$ cat config.mk
export PLATFORM = sky130hd
export DESIGN_NAME = q_timed_issue_flat
export DESIGN_NICKNAME = d
export VERILOG_FILES = /design/src/rtl/q_issue_pkg.sv /design/src/rtl/q_timed_issue_if.sv /design/src/rtl/q_ts_fifo.sv /design/src/rtl/q_timed_issue.sv /design/src/flat_wrapper.sv
export SDC_FILE = /design/constraint.sdc
export NUM_CORES = 2
export LEC_CHECK = 0
export BUFFER_PORTS_ARGS = -buffer_cell sky130_fd_sc_hd__buf_4
export CORE_AREA = 2 2 435 437
export CTS_CLUSTER_DIAMETER = 120
export CTS_CLUSTER_SIZE = 28
export DETAILED_ROUTE_END_ITERATION = 10
export DIE_AREA = 0 0 437 439
export PLACE_DENSITY = 0.7
export SLEW_MARGIN = 10
export SYNTH_ARGS = -nofsm -noshare
export SYNTH_HDL_FRONTEND = slang
export SYNTH_SLANG_ARGS = --single-unit
export TNS_END_PERCENT = 100
$ cat constraint.sdc
create_clock -name clk -period 12.7 [get_ports clk]
set_clock_uncertainty 0.2 [all_clocks]
set_input_delay 1.27 -clock clk [delete_from_list [all_inputs] [get_ports clk]]
set_output_delay 1.27 -clock clk [all_outputs]
set_load 0.02 [all_outputs]
$ cat src/rtl/q_issue_pkg.sv
// Shared types for the timed quantum-issue path: FIFO entry layout, run states
// and instruction-kind encodings.
package q_issue_pkg;

  localparam int Q_TS_W = 32;

  localparam logic KIND_SLM = 1'b0;
  localparam logic KIND_ROT = 1'b1;

  typedef struct packed {
    logic [Q_TS_W-1:0] ts;
    logic              kind;
    logic [31:0]       inst;
  } q_entry_t;

  typedef enum logic [1:0] {
    IDLE,
    RUN,
    DRAIN,
    DONE
  } q_state_e;

  // Unsigned "timer has reached the timestamp" test used for release decisions.
  function automatic logic ts_reached(input logic [Q_TS_W-1:0] timer,
                                      input logic [Q_TS_W-1:0] ts);
    return timer >= ts;
  endfunction

endpackage

$ cat src/rtl/q_timed_issue_if.sv
// Issue channel from the timed FIFO to the pulse/AWG backend (valid/ready).
interface q_timed_issue_if;
  logic        o_issue_valid;
  logic        i_issue_ready;
  logic [31:0] o_issue_inst;
  logic        o_issue_kind;

  modport master (
    output o_issue_valid,
    output o_issue_inst,
    output o_issue_kind,
    input  i_issue_ready
  );

  modport slave (
    input  o_issue_valid,
    input  o_issue_inst,
    input  o_issue_kind,
    output i_issue_ready
  );
endinterface

$ cat src/rtl/q_ts_fifo.sv
// Synchronous first-word-fall-through FIFO of timestamped quantum ops.
// A push while full is only taken when a pop frees the slot in the same cycle.
module q_ts_fifo
  import q_issue_pkg::*;
#(
  parameter int DEPTH = 16
) (
  input  logic     clk,
  input  logic     rst,
  input  logic     push,
  input  q_entry_t push_data,
  input  logic     pop,
  output q_entry_t head,
  output logic     full,
  output logic     empty
);

  localparam int AW = $clog2(DEPTH);
  localparam logic [AW:0] FULL_CNT = (AW+1)'(DEPTH);

  q_entry_t        mem [DEPTH];
  logic [AW-1:0]   wr_ptr_reg;
  logic [AW-1:0]   rd_ptr_reg;
  logic [AW:0]     count_reg;
  logic            do_push;
  logic            do_pop;

  assign full    = (count_reg == FULL_CNT);
  assign empty   = (count_reg == '0);
  assign do_pop  = pop && !empty;
  assign do_push = push && (!full || do_pop);
  assign head    = mem[rd_ptr_reg];

  always_ff @(posedge clk) begin
    if (!rst) begin
      wr_ptr_reg <= '0;
      rd_ptr_reg <= '0;
      count_reg  <= '0;
    end else begin
      if (do_push) wr_ptr_reg <= wr_ptr_reg + 1'b1;
      if (do_pop)  rd_ptr_reg <= rd_ptr_reg + 1'b1;
      case ({do_push, do_pop})
        2'b10:   count_reg <= count_reg + 1'b1;
        2'b01:   count_reg <= count_reg - 1'b1;
        default: count_reg <= count_reg;
      endcase
    end
  end

  // Storage carries no reset; only the pointers define what is valid.
  always_ff @(posedge clk) begin
    if (do_push) mem[wr_ptr_reg] <= push_data;
  end

endmodule

$ cat src/rtl/q_timed_issue.sv
// Quantum-side receiver: timestamps incoming quantum ops, releases them to the
// backend when the run timer reaches their timestamp, and keeps a result file.
module q_timed_issue
  import q_issue_pkg::*;
#(
  parameter int DEPTH  = 16,
  parameter int TS_W   = Q_TS_W,
  parameter int MEAS_N = 32
) (
  input  logic             clk,
  input  logic             rst,
  input  logic             i_start,
  input  logic             i_end,
  input  logic             q_time_write,
  input  logic             q_time_sel,
  input  logic [TS_W-1:0]  q_time_reg,
  input  logic             q_slm,
  input  logic             q_rot,
  input  logic [31:0]      q_inst,
  output logic             o_cc_full,
  q_timed_issue_if.master  iss,
  input  logic             i_meas_valid,
  input  logic [4:0]       i_meas_addr,
  input  logic [31:0]      i_meas_data,
  input  logic [4:0]       meas_rd_addr,
  output logic [31:0]      i_q_measurement,
  output logic             o_late,
  output logic             o_overflow,
  output logic             o_done
);

  q_state_e         state_reg;
  logic [TS_W-1:0]  timer_reg;
  logic [TS_W-1:0]  ts_reg;
  logic [TS_W-1:0]  ts_next;
  logic             valid_reg;
  logic [31:0]      inst_reg;
  logic             kind_reg;
  logic             late_reg;
  logic             overflow_reg;
  logic             done_reg;

  q_entry_t         push_entry;
  q_entry_t         fifo_head;
  logic             fifo_full;
  logic             fifo_empty;
  logic             push;
  logic             pop;
  logic             run_phase;
  logic             due;

  logic [31:0]      result_reg [MEAS_N];

  // A timestamp write in the push cycle is forwarded into the pushed entry.
  always_comb begin
    ts_next = ts_reg;
    if (q_time_write) ts_next = q_time_sel ? (ts_reg + q_time_reg) : q_time_reg;
  end

  assign push            = q_slm | q_rot;
  assign push_entry.ts   = ts_next;
  assign push_entry.kind = q_rot ? KIND_ROT : KIND_SLM;
  assign push_entry.inst = q_inst;

  assign run_phase = (state_reg == RUN) || (state_reg == DRAIN);
  assign due       = run_phase && !fifo_empty && ts_reached(timer_reg, fifo_head.ts);
  assign pop       = due && (!valid_reg || iss.i_issue_ready);

  q_ts_fifo #(
    .DEPTH (DEPTH)
  ) u_fifo (
    .clk       (clk),
    .rst       (rst),
    .push      (push),
    .push_data (push_entry),
    .pop       (pop),
    .head      (fifo_head),
    .full      (fifo_full),
    .empty     (fifo_empty)
  );

  always_ff @(posedge clk) begin
    if (!rst) begin
      state_reg    <= IDLE;
      timer_reg    <= '0;
      ts_reg       <= '0;
      valid_reg    <= 1'b0;
      inst_reg     <= '0;
      kind_reg     <= 1'b0;
      late_reg     <= 1'b0;
      overflow_reg <= 1'b0;
      done_reg     <= 1'b0;
    end else begin
      ts_reg <= ts_next;

      if (push && fifo_full && !pop) overflow_reg <= 1'b1;
      if (pop && (timer_reg > fifo_head.ts)) late_reg <= 1'b1;

      // Output register: refill on pop, otherwise retire on handshake.
      if (pop) begin
        valid_reg <= 1'b1;
        inst_reg  <= fifo_head.inst;
        kind_reg  <= fifo_head.kind;
      end else if (valid_reg && iss.i_issue_ready) begin
        valid_reg <= 1'b0;
      end

      case (state_reg)
        IDLE: begin
          if (i_start) begin
            state_reg <= RUN;
            timer_reg <= '0;
          end
        end
        RUN: begin
          timer_reg <= timer_reg + 1'b1;
          if (i_end) state_reg <= DRAIN;
        end
        DRAIN: begin
          timer_reg <= timer_reg + 1'b1;
          if (fifo_empty && !valid_reg) begin
            state_reg <= DONE;
            done_reg  <= 1'b1;
          end
        end
        DONE: begin
          if (i_start) begin
            state_reg <= RUN;
            timer_reg <= '0;
            done_reg  <= 1'b0;
          end
        end
        default: state_reg <= IDLE;
      endcase
    end
  end

  // Result file: one register per entry so reset can clear the whole file.
  genvar gi;
  generate
    for (gi = 0; gi < MEAS_N; gi++) begin : g_result
      always_ff @(posedge clk) begin
        if (!rst) begin
          result_reg[gi] <= '0;
        end else if (i_meas_valid && (i_meas_addr == 5'(gi))) begin
          result_reg[gi] <= i_meas_data;
        end
      end
    end
  endgenerate

  assign i_q_measurement   = result_reg[meas_rd_addr];

  assign o_cc_full         = fifo_full;
  assign iss.o_issue_valid = valid_reg;
  assign iss.o_issue_inst  = inst_reg;
  assign iss.o_issue_kind  = kind_reg;
  assign o_late            = late_reg;
  assign o_overflow        = overflow_reg;
  assign o_done            = done_reg;

endmodule

$ cat src/flat_wrapper.sv
// flat-port wrapper written by rule: the top's interface ports become plain ports
module q_timed_issue_flat import q_issue_pkg::*;
#(
  parameter int DEPTH  = 16,
  parameter int TS_W   = Q_TS_W,
  parameter int MEAS_N = 32
)
  (clk, rst, i_start, i_end, q_time_write, q_time_sel, q_time_reg, q_slm, q_rot, q_inst, o_cc_full, i_meas_valid, i_meas_addr, i_meas_data, meas_rd_addr, i_q_measurement, o_late, o_overflow, o_done, iss_o_issue_valid, iss_o_issue_inst, iss_o_issue_kind, iss_i_issue_ready);
  q_timed_issue_if iss_i ();
  input  logic clk;
  input  logic rst;
  input  logic i_start;
  input  logic i_end;
  input  logic q_time_write;
  input  logic q_time_sel;
  input  logic [TS_W-1:0] q_time_reg;
  input  logic q_slm;
  input  logic q_rot;
  input  logic [31:0] q_inst;
  output logic o_cc_full;
  input  logic i_meas_valid;
  input  logic [4:0] i_meas_addr;
  input  logic [31:0] i_meas_data;
  input  logic [4:0] meas_rd_addr;
  output logic [31:0] i_q_measurement;
  output logic o_late;
  output logic o_overflow;
  output logic o_done;
  output wire logic [$bits(iss_i.o_issue_valid)-1:0] iss_o_issue_valid;
  output wire logic [$bits(iss_i.o_issue_inst)-1:0] iss_o_issue_inst;
  output wire logic [$bits(iss_i.o_issue_kind)-1:0] iss_o_issue_kind;
  input wire logic [$bits(iss_i.i_issue_ready)-1:0] iss_i_issue_ready;
  assign iss_o_issue_valid = iss_i.o_issue_valid;
  assign iss_o_issue_inst = iss_i.o_issue_inst;
  assign iss_o_issue_kind = iss_i.o_issue_kind;
  assign iss_i.i_issue_ready = iss_i_issue_ready;
  q_timed_issue #(.DEPTH(DEPTH), .TS_W(TS_W), .MEAS_N(MEAS_N)) u_core (.clk(clk), .rst(rst), .i_start(i_start), .i_end(i_end), .q_time_write(q_time_write), .q_time_sel(q_time_sel), .q_time_reg(q_time_reg), .q_slm(q_slm), .q_rot(q_rot), .q_inst(q_inst), .o_cc_full(o_cc_full), .iss(iss_i), .i_meas_valid(i_meas_valid), .i_meas_addr(i_meas_addr), .i_meas_data(i_meas_data), .meas_rd_addr(meas_rd_addr), .i_q_measurement(i_q_measurement), .o_late(o_late), .o_overflow(o_overflow), .o_done(o_done));
endmodule
Yosys cells after proc, flatten, opt, wreduce, memory -nomap -nowiden
Memory sizes are Yosys's and may differ from the RTL's. A register that Yosys moved wholly into a read port is not among the register bits.
Cells that the tools add are included.
- memory bits (writable): 2064
- register bits: 116
- memories kept: 2
- output and inout bits: 70
- input port bits: 116
- bitwise logic cells: 33
- reductions and logical operators: 59
- mux-type cells: 148
- $lt $le $gt $ge: 2
- add/sub/neg operators: 6
- eq/ne operators: 41
- memory list (name ; words ; bits a word ; read ports ; clocked after memory_dff ; wr ports ; line ; source):
    u_core.u_fifo.mem ; 16 ; 65 ; 1 ; 1 ; 1 ; q_ts_fifo.sv:21 ; q_entry_t mem [DEPTH];
    u_core.result_reg ; 32 ; 32 ; 1 ; 0 ; 32 ; q_timed_issue.sv:52 ; logic [31:0] result_reg [MEAS_N];
- operators by type and width (kind ; count):
    $mux W32 ; 35
    $mux W1 ; 104
    $eq A5 B5 Y1 const B ; 17
    $pmux W32 S2 ; 1
    $logic_and A1 B1 Y1 ; 42
    $eq A5 B4 Y1 const B ; 8
    $or A1 B1 Y1 ; 33
    $add A32 B1 Y32 const B ; 1
    $add A32 B32 Y32 ; 1
    $ge A32 B32 Y1 ; 1
    $gt A32 B32 Y1 ; 1
    $eq A5 B3 Y1 const B ; 4
    $eq A5 B2 Y1 const B ; 2
    $logic_not A5 Y1 ; 2
    $pmux W5 S2 ; 1
    $add A4 B1 Y4 const B ; 2
    $mux W4 ; 2
    $eq A2 B2 Y1 const B ; 3
    $mux W2 ; 3
    $ne A2 B2 Y1 const B ; 3
    $pmux W2 S3 ; 1
    $reduce_and A3 Y1 ; 2
    $reduce_bool A2 Y1 ; 3
    $add A5 B1 Y5 const B ; 1
    other kinds (9) ; 16

Depth between registers and ports, before layout
- depth after elaboration: 10
- gate-level depth with buffers: 25

By module
A second synthesis with hierarchy kept.
- cell total of the unflattened synthesis: 5354
- area total of the unflattened synthesis: 93002.9 um^2
- by module, submodules not included (module ; area each (um^2) ; times used ; cells an instance):
    q_timed_issue ; 53286.1 ; 1 ; 3654
    q_ts_fifo ; 39716.8 ; 1 ; 1700

Worst setup path before layout
No wires, ideal clock.
- path type: register -> register
- start: reg (tool-made name)
- end: mem u_core.u_fifo.mem[0][0] in the netlist's numbering (enable)
- stages on the path, launching flop included: 17
- path slack: 3863 ps
- data arrival time: 8069 ps
- period minus slack after synthesis: 8837 ps
- buffers on the path: 5
- required time: 11932 ps
- setup time: 568 ps
- cells stage by stage: dfxtp_1 > clkbuf_1 > clkbuf_1 > buf_2 > mux4_2 > mux4_2 > inv_1 > ha_1 > nand4_1 > nor4_2 > nor3b_1 > a211o_1 > o21a_1 > buf_6 > buf_6 > o211ai_2 > nor3_1
- RTL lines (element ; line):
    end: declaration ; q_ts_fifo.sv:21

==> summary.txt <==
Outcome
  – Status: complete, no violations

CTS
  – Hold Buf Count CTS: 0
  – CTS tree: done
  – Sink Count: 2184
  – CTS H-Tree Depth: 3
  – Clock Latency Late Sink: 0.79 ns
  – CTS Buf Count: 88
  – Clk slew on worst S/H paths: 0.10 ns
  – CTS resizes: 0
  – Maximum buffer depth of the clock tree: 3
  – CTS root buffer: clkbuf_16
  – Post-CTS setup buffer count: 0

Route
  – Total wire length: 227 mm
  – Initial drt markers: 5289
  – DRC Markers: 0
  – Routed len/inst: 29.2 µm
  – Vias: 47086
  – Post-route antenna net violation count: 0
  – First-pass DRT Iterations: 5
  – Via density per instance: 6.07

Critical path
  – Crit path kind: flop to flop
  – FF-to-FF path depth: 13
  – CP required: 12.91 ns
  – CP Launch Type: flop
  – WP data arrival: 8.37 ns
  – CP Capture Type: flop
  – Crit-path max FO: 47

Timing
  – Setup ws final: 4.54 ns
  – Max Freq: 123 MHz
  – Min cycle time layout: 8.16 ns
  – Pins over their slew limit: 0
  – Count of final setup violators: 0
  – Worst slew pin tran: 1.26 ns
  – WHS: 0.300 ns
  – Fin crit share: 64.2%
  – Setup TNS: 0 ns
  – Final hold vios: 0
  – Worst rel slew slack: 15.3%
  – Unrepaired setup endpoints after global routing: false

Global route
  – Largest net degree at the start of global routing: 141
  – Gr usage total: 23.6%
  – First-pass GRT wire length: 330 mm
  – Initial antenna violation count: 23
  – Grt ovf: 0
  – Vias in the first global route: 47757

Die
  – I/O pin cnt: 186
  – Cell Rows: 159
  – Core Region: 187000 µm²
  – Die area: 192000 µm²
  – Starting Density: 49.8%
  – Die Wd: 437 µm
  – Die H: 439 µm

Logic synthesis
  – Combinational family with the most area after synthesis: multiplexers
  – Synth cell types: 68
  – Synthesis Warnings: 0
  – Synth top area cells: edfxtp_1, mux4_2, and2_1, dfxtp_1, clkbuf_1
  – Post-synth ARST share: 0%
  – Mapped cell area: 93100 µm²
  – #FFs+latches synth: 2184
  – Synth Area in Adders: 1.05%
  – Syn Area/Cell: 17.9 µm²
  – Xor/xnor share of the synthesized area: 0.235%
  – Area share of the largest cell type after synthesis: 66.6%
  – Top-count cell post-synth: edfxtp_1
  – Post-synth EDFFs: 2064
  – Synth area leader: edfxtp_1
  – Syn nets: 5392
  – Cells after Synth: 5199
  – Synth Flop Type: edfxtp_1
  – Sequential share of the synthesized area: 69.1%
  – Post-synthesis compound-gate area fraction: 1.88%
  – Commonest cells in the netlist: edfxtp_1, and2_1, mux4_2
  – Synth Area in Simple Gates: 9.11%
  – Multiplexer share of the synthesized area: 16.7%

Cells and area
  – Multi-input logic area: 27600 µm²
  – Layout net count: 5398
  – Area delta synth->final: 7.71%
  – Flip-flop and latch area: 64400 µm²
  – Layout cell share with drive strength beyond 1: 23.0%
  – Max reg flops: 1040
  – Fillers: 14523

Run
  – Max Cap Violations: 0

Min path
  – Worst hold path depth: 2
  – Min-delay worst type: flop to flop

Power
  – Peak supply drop: 0.204 mV
  – Pwr per Cell Area: 130 nW/µm²
  – P_leak: 32.4 nW

Place
  – I/O Buffers: 185
  – DP HPWL: 126 mm
  – Routability-driven placement congestion ratio: 0.815
  – Pre-CTS setup slack: 4.40 ns
[metrics by stage]
step / utilization (%) / cell area, µm² / total power [W] / cells
5_1_grt: 53.6 / 100000 / 0.0134 / 7753
3_3_place_gp: 52.2 / 97600 / 0.00962 / 7610
6_report: 53.6 / 100000 / 0.0130 / 7755
2_1_floorplan: - / 93100 / 0.00915 / 5199
3_5_place_dp: 52.2 / 97600 / 0.00965 / 7610
4_1_cts: 53.6 / 100000 / 0.0131 / 7747
[kinds of logic (layout without fill, tap and decap cells)]
family,after synthesis,in the layout
buffers and inverters,447,500
AOI/OAI and AO/OA,275,275
adders and majority gates,77,77
other,0,8
DFF,2184,2184
muxes,742,742
and+or+nand+nor,1449,1449
xor gates and xnor gates,25,25
[metal layers]
metal  share of wire, %  global-route usage, %
met5              0.034                      0
met4                3.2                   7.02
met3                6.7                   3.02
met2                 52                   41.0
met1                 38                   31.2
[worst paths after layout]
check / startpoint / slack [ns] / endpoint
max: flop / 4.54 / u_core.u_fifo.mem[15][38]
max reg2reg: flop / 4.54 / u_core.u_fifo.mem[15][38]
min: u_core.u_fifo.rd_ptr_reg[3] / 0.30 / flop
min reg2reg: u_core.u_fifo.rd_ptr_reg[3] / 0.30 / flop
[power breakdown]
group	total (W)	switching (W)	leakage [nW]	internal [W]
Clock	0.00353	0.00216	1.24	0.00137
Combinational	0.00121	0.000761	11.0	0.000446
Sequential	0.00827	0.0000799	20.2	0.00819
Total	0.0130	0.00300	32.4	0.0100
[placed cells by master (no fill, tap or decap), types with 6 or more instances in the layout]
cell / count
nor2_1: 109
mux4_2: 645
xor2_1: 9
o21ai_0: 43
buf_4: 301
nor3_2: 6
nand2b_1: 17
and4_1: 6
ha_1: 75
nand2_1: 84
a21oi_2: 6
and2_1: 1050
inv_1: 56
a31oi_1: 12
o21ai_4: 31
a22oi_1: 8
mux2_2: 38
clkbuf_1: 39
mux2i_1: 59
o21a_1: 15
nor3_1: 9
nor4_1: 7
nor2b_1: 16
nand3_1: 39
nor2_4: 17
a21oi_1: 66
dfxtp_1: 116
a211oi_1: 11
or2_2: 9
nor2_2: 25
nand4_1: 17
and3_1: 12
diode_2: 8
edfxtp_1: 2064
a21o_1: 18
xnor2_1: 16
or3_1: 13
o211ai_1: 15
clkbuf_16: 88
[area by class of cell]
type                    instances  share of cell area (%)
clock buffers                 127                    2.34
multi-input cells            2568                    27.5
repair buffers                305                    2.32
inverters                      58                   0.218
diodes                          8                  0.0200
well taps                    2495                    3.11
flip-flops and latches       2184                    64.2
clock inverters                10                   0.256
[critical path: stages, from the launching register on]
cell,delay [ns]
dfxtp_4,0.98
buf_4,0.80
mux4_2,0.60
mux4_2,0.47
inv_1,0.15
ha_1,0.19
nand4_1,0.16
nor4_2,0.63
nor3b_1,0.32
a211o_1,0.28
o21a_4,0.74
o211ai_2,0.38
nor2_4,0.89
buf_4,0.82
Power figures use the tool's default switching activity.
